`config.mk`:
```
export PLATFORM = sky130hd
export DESIGN_NAME = mpc_dense_constraint_vsub_residual
export DESIGN_NICKNAME = d
export VERILOG_FILES = /design/src/rtl/mpc_dense_pkg.sv /design/src/rtl/mpc_dense_constraint_vsub_residual.sv
export SDC_FILE = /design/constraint.sdc
export NUM_CORES = 1
export LEC_CHECK = 0
export BUFFER_PORTS_ARGS = -buffer_cell sky130_fd_sc_hd__buf_2
export CAP_MARGIN = 20
export CORE_MARGIN = 2
export CORE_UTILIZATION = 31
export CTS_CLUSTER_SIZE = 30
export DETAILED_ROUTE_END_ITERATION = 10
export HOLD_SLACK_MARGIN = 0.1
export PLACE_DENSITY_LB_ADDON = 0.2
export SYNTH_ARGS = -nofsm -noshare
export SYNTH_HDL_FRONTEND = slang
export SYNTH_SLANG_ARGS = --single-unit
```
`constraint.sdc`:
```
create_clock -name ap_clk -period 9.9 [get_ports ap_clk]
set_clock_uncertainty 0.05 [all_clocks]
set_input_delay 1.98 -clock ap_clk [delete_from_list [all_inputs] [get_ports ap_clk]]
set_output_delay 1.98 -clock ap_clk [all_outputs]
set_load 0.02 [all_outputs]
```
`src/rtl/mpc_dense_pkg.sv`:
```
// Shared definitions for the dense-constraint stages of the implicit MPC:
// widths, fixed-point limits, FSM states and the saturating subtract.
package mpc_dense_pkg;

   localparam int DW      = 20;
   localparam int AW      = 3;
   localparam int NROWS   = 8;
   localparam int CW      = 4;
   localparam int FX_FRAC = 16;

   localparam logic [DW-1:0] FX_MAX = {1'b0, {(DW-1){1'b1}}};
   localparam logic [DW-1:0] FX_MIN = {1'b1, {(DW-1){1'b0}}};

   typedef enum logic [1:0] {
      ST_IDLE,
      ST_RUN,
      ST_DRAIN,
      ST_DONE
   } state_t;

   // a - b computed one bit wider; clamps instead of wrapping
   function automatic logic [DW-1:0] sat_sub(input logic [DW-1:0] a, input logic [DW-1:0] b);
      logic [DW:0] d;
      d = {a[DW-1], a} - {b[DW-1], b};
      if (d[DW] != d[DW-1]) begin
         return d[DW] ? FX_MIN : FX_MAX;
      end
      return d[DW-1:0];
   endfunction

endpackage

```
`src/rtl/mpc_dense_constraint_vsub_residual.sv`:
```
// Residual stage: streams r[i] = sat(e[i] - gx[i]) for every constraint row
// and counts the rows whose residual is negative.
module mpc_dense_constraint_vsub_residual
   import mpc_dense_pkg::*;
(
   input  logic          ap_clk,
   input  logic          ap_rst_n,
   input  logic          ap_start,
   output logic          ap_done,
   output logic          ap_idle,
   output logic          ap_ready,
   output logic [AW-1:0] e_address0,
   output logic          e_ce0,
   input  logic [DW-1:0] e_q0,
   input  logic [DW-1:0] gx_dout,
   input  logic          gx_empty_n,
   output logic          gx_read,
   output logic [DW-1:0] res_din,
   input  logic          res_full_n,
   output logic          res_write,
   output logic [CW-1:0] viol_count
);

   state_t        state;
   logic [AW-1:0] row;
   logic          s1_valid;
   logic [DW-1:0] gx_reg;
   logic          adv;
   logic          issue;
   logic          last_row;
   logic [DW-1:0] resid;

   // Stall decision comes first; a row is issued only when the pipe can move
   always_comb begin
      adv        = !s1_valid || res_full_n;
      issue      = (state == ST_RUN) && gx_empty_n && adv;
      last_row   = (row == AW'(NROWS - 1));
      resid      = sat_sub(e_q0, gx_reg);
      e_ce0      = issue;
      gx_read    = issue;
      e_address0 = row;
      res_write  = s1_valid && res_full_n;
      res_din    = s1_valid ? resid : '0;
   end

   always_ff @(posedge ap_clk or negedge ap_rst_n) begin
      if (!ap_rst_n) begin
         state      <= ST_IDLE;
         row        <= '0;
         s1_valid   <= 1'b0;
         gx_reg     <= '0;
         viol_count <= '0;
         ap_done    <= 1'b0;
         ap_ready   <= 1'b0;
         ap_idle    <= 1'b1;
      end else begin
         ap_done  <= 1'b0;
         ap_ready <= 1'b0;

         if (adv) begin
            s1_valid <= issue;
         end
         if (issue) begin
            gx_reg <= gx_dout;
         end
         if (res_write && resid[DW-1] && (viol_count != {CW{1'b1}})) begin
            viol_count <= viol_count + CW'(1);
         end

         // Done is flagged while the final residual leaves stage 1
         case (state)
            ST_IDLE: begin
               if (ap_start) begin
                  state      <= ST_RUN;
                  row        <= '0;
                  viol_count <= '0;
                  ap_idle    <= 1'b0;
               end
            end
            ST_RUN: begin
               if (issue) begin
                  if (last_row) begin
                     state <= ST_DRAIN;
                  end else begin
                     row <= row + AW'(1);
                  end
               end
            end
            ST_DRAIN: begin
               if (!s1_valid || res_write) begin
                  state    <= ST_DONE;
                  ap_done  <= 1'b1;
                  ap_ready <= 1'b1;
               end
            end
            ST_DONE: begin
               state   <= ST_IDLE;
               ap_idle <= 1'b1;
            end
            default: begin
               state <= ST_IDLE;
            end
         endcase
      end
   end

endmodule

```
==> results_dict.tcl <==
set metrics [dict create \
    power_density_nw_per_um2 394 \
    synth_edf_count 0 \
    setup_viol 0 \
    antenna_found_initial 0 \
    max_stage_delay_ns 0.55 \
    vias 2781 \
    cts_buffers 5 \
    hold_viol 0 \
    grt_use_total_pct 15.5 \
    crit_fanout 13 \
    syn-cell-area_um2 2880 \
    final_area_um2 3420 \
    gp_congestion 0.866 \
    dpl_cell_area_um2 3310 \
    drc 0 \
    hold_depth 2 \
    yosysSeqAreaShare_pct 27.8 \
    core_um2 9110 \
    hpwlAfterDp_um 6060 \
    end_kind "output port" \
    num-fill-cells 970 \
    ys_async_sr_fraction_pct 100 \
    hp-start "ap_idle" \
    cp-startpoint "e_q0[6]" \
    firstDrtPassIters 4 \
    layout_min_cycle_time_ns 7.32 \
    worstPathCellList "buf_2 -> ha_1 -> a21oi_1 -> nand2_1 -> o21ai_2 -> o21ai_1 -> a311oi_2 -> xnor2_1 -> ha_1 -> inv_1 -> o21ai_0 -> nor2_1 -> buf_2" \
    root_buffer "clkbuf_8" \
    h-tree-depth 2 \
    rsz0062_at_grt "no" \
    final_common_cell "buf_2" \
    synth.distinct_cells 56 \
    cts_sinks 32 \
    grt_first_pass_wirelength_um 12600 \
    post-cts-setup-buffer-count 0 \
    fmax_ghz 0.137 \
    synthesis.nets 434 \
    finalSetupTns_ns 0 \
    ir_worst_vdd_v 0.000152 \
    cts_hold_buffers 0 \
    seq_area_um2 802 \
    vias_per_cell 5.20 \
    wl_um 7700 \
    nNetsFinal 498 \
    multi_input_comb_area_um2 1860 \
    antenna_cells 0 \
    crit_type "in -> out" \
    synth_cells 359 \
    yosys_warnings 0 \
    largest_register_ffs 20 \
    avgRoutedWirePerCell_um 14.4 \
    grt_pass1_vias 2639 \
    min_path_type "reg -> reg" \
    areaGrowthSynthToFinish_pct 18.6 \
    relSlewSlack_pct 47.1 \
    cts_buffer_depth 2 \
    maxCapViolations 0 \
    drive_above_1_share_pct 24.1 \
    slew_violations 0 \
    start_util_pct 31.6 \
    grt.overflow.total 0 \
    die_w_um 100 \
    clk_latency_ns 0.28 \
    status "finished, final reports clean" \
    worst_ep_required_time_ns 7.87 \
    io_buffer_count 77 \
    reg2reg_depth 15 \
    io_pins 78 \
    clk_pin_slew_ns 0.08 \
    ys.flop_type "dfrtp_1" \
    cts_resized 0 \
    avgSynthCellArea_um2 8.03 \
    synth-seq-cells 32 \
    start_kind "input port" \
    dieArea_um2 10100 \
    die_y_um 100 \
    fin_crit_sh_pct 73.9 \
    power_leakage_uw 0.00165 \
    timing.rr.start "gx_reg[6]" \
    crit_slowest_cell "ha_1" \
    arrival_ns 5.29 \
    core.rowCount 35 \
    drtIter0Drc 136 \
    ant_nets 0 \
    final_cell_mix "77 x buf_2, 41 x nand2_1, 40 x o21ai_0" \
    grt_max_degree 42 \
    ff2ff_setup_slack_ns 6.63 \
    tritoncts "done" \
    worst_pin_slew_ns 0.794 \
]
[layer usage]
layer  part of all wire, %  global-route usage [%]  vias to the layer above
li1                      -                       -                     1389
met5                     0                       0                        -
met1                    48                    21.3                     1330
met2                    47                    25.7                       60
met3                   4.9                    3.13                        2
met4                  0.32                    2.63                        0
[cells in the mapped netlist (2+ instances only)]
cell	count	share of area, %
o21ai_0	40	6.9
a21oi_1	27	4.7
xor2_1	6	1.8
a21o_1	6	1.6
xnor2_1	9	2.7
a31o_2	2	0.61
ha_1	29	13
a211oi_1	7	1.8
buf_4	4	1.0
mux2_2	2	0.78
inv_1	32	4.2
nand2_1	41	5.3
nand3_1	13	2.3
nor3_1	2	0.35
o211ai_1	4	1.0
a31oi_1	2	0.43
nor2b_1	4	0.87
and2_1	3	0.65
dfrtp_1	31	27
o31ai_1	2	0.52
o21a_1	12	3.1
clkbuf_1	13	1.7
nand4_1	5	1.1
buf_2	3	0.52
and3_1	4	0.87
mux2i_1	2	0.69
o21ai_1	3	0.52
nor2_1	21	2.7
nand2b_1	3	0.65
[power breakdown]
group | leakage (uW) | internal [uW] | switching, uW
Combinational | 0.00119 | 366 | 634
Clock | 0.0000552 | 74.7 | 50.1
Sequential | 0.000402 | 190 | 32.8
Total | 0.00165 | 631 | 717
[layout make-up]
| cell class | instances | share of cell area (%) |
|---|---|---|
| multi-input combinational | 274 | 54.3 |
| sequential | 32 | 23.5 |
| timing repair buffer | 78 | 11.5 |
| tap | 111 | 4.06 |
| inverter | 32 | 3.51 |
| clock buffer | 6 | 2.12 |
| clock inverter | 2 | 1.02 |
[critical path, delay by kind of cell]
kind,cells,cell delay (ns)
adders and majority gates,2,0.92
buffers and inverters,3,0.54
and+or+nand+nor,2,0.25
xor gates and xnor gates,1,0.12
AOI/OAI and AO/OA,5,1.46
[metrics by stage]
stage / setup slack [ns] / total power (uW) / util, % / hold slack (ns) / cells
after global placement: 2.74 / 1220 / 36.4 / 0.437 / 527
final: 2.58 / 1350 / 37.5 / 0.454 / 535
after CTS: 2.62 / 1360 / 37.5 / 0.456 / 535
after detailed placement: 2.63 / 1220 / 36.4 / 0.444 / 527
after floorplan: 3.24 / 989 / - / 0.435 / 359
after global routing: 2.41 / 1470 / 37.5 / 0.494 / 535
[final timing paths]
kind                                 end
max                           res_din[1]
min                              ap_idle
max reg2reg                viol_count[3]
min reg2reg                      ap_idle
max in group asynchronous       s1_valid
min in group asynchronous     gx_reg[12]
[cells by family after synthesis]
| group | share of synthesized area, % |
|---|---|
| compound gates | 28.7 |
| xor+xnor | 4.56 |
| fa+ha+maj | 13.3 |
| buf+inv | 7.81 |
| flops | 27.8 |
| mux | 1.48 |
| simple gates | 16.4 |
No activity file was read; power rests on OpenSTA's default activity.
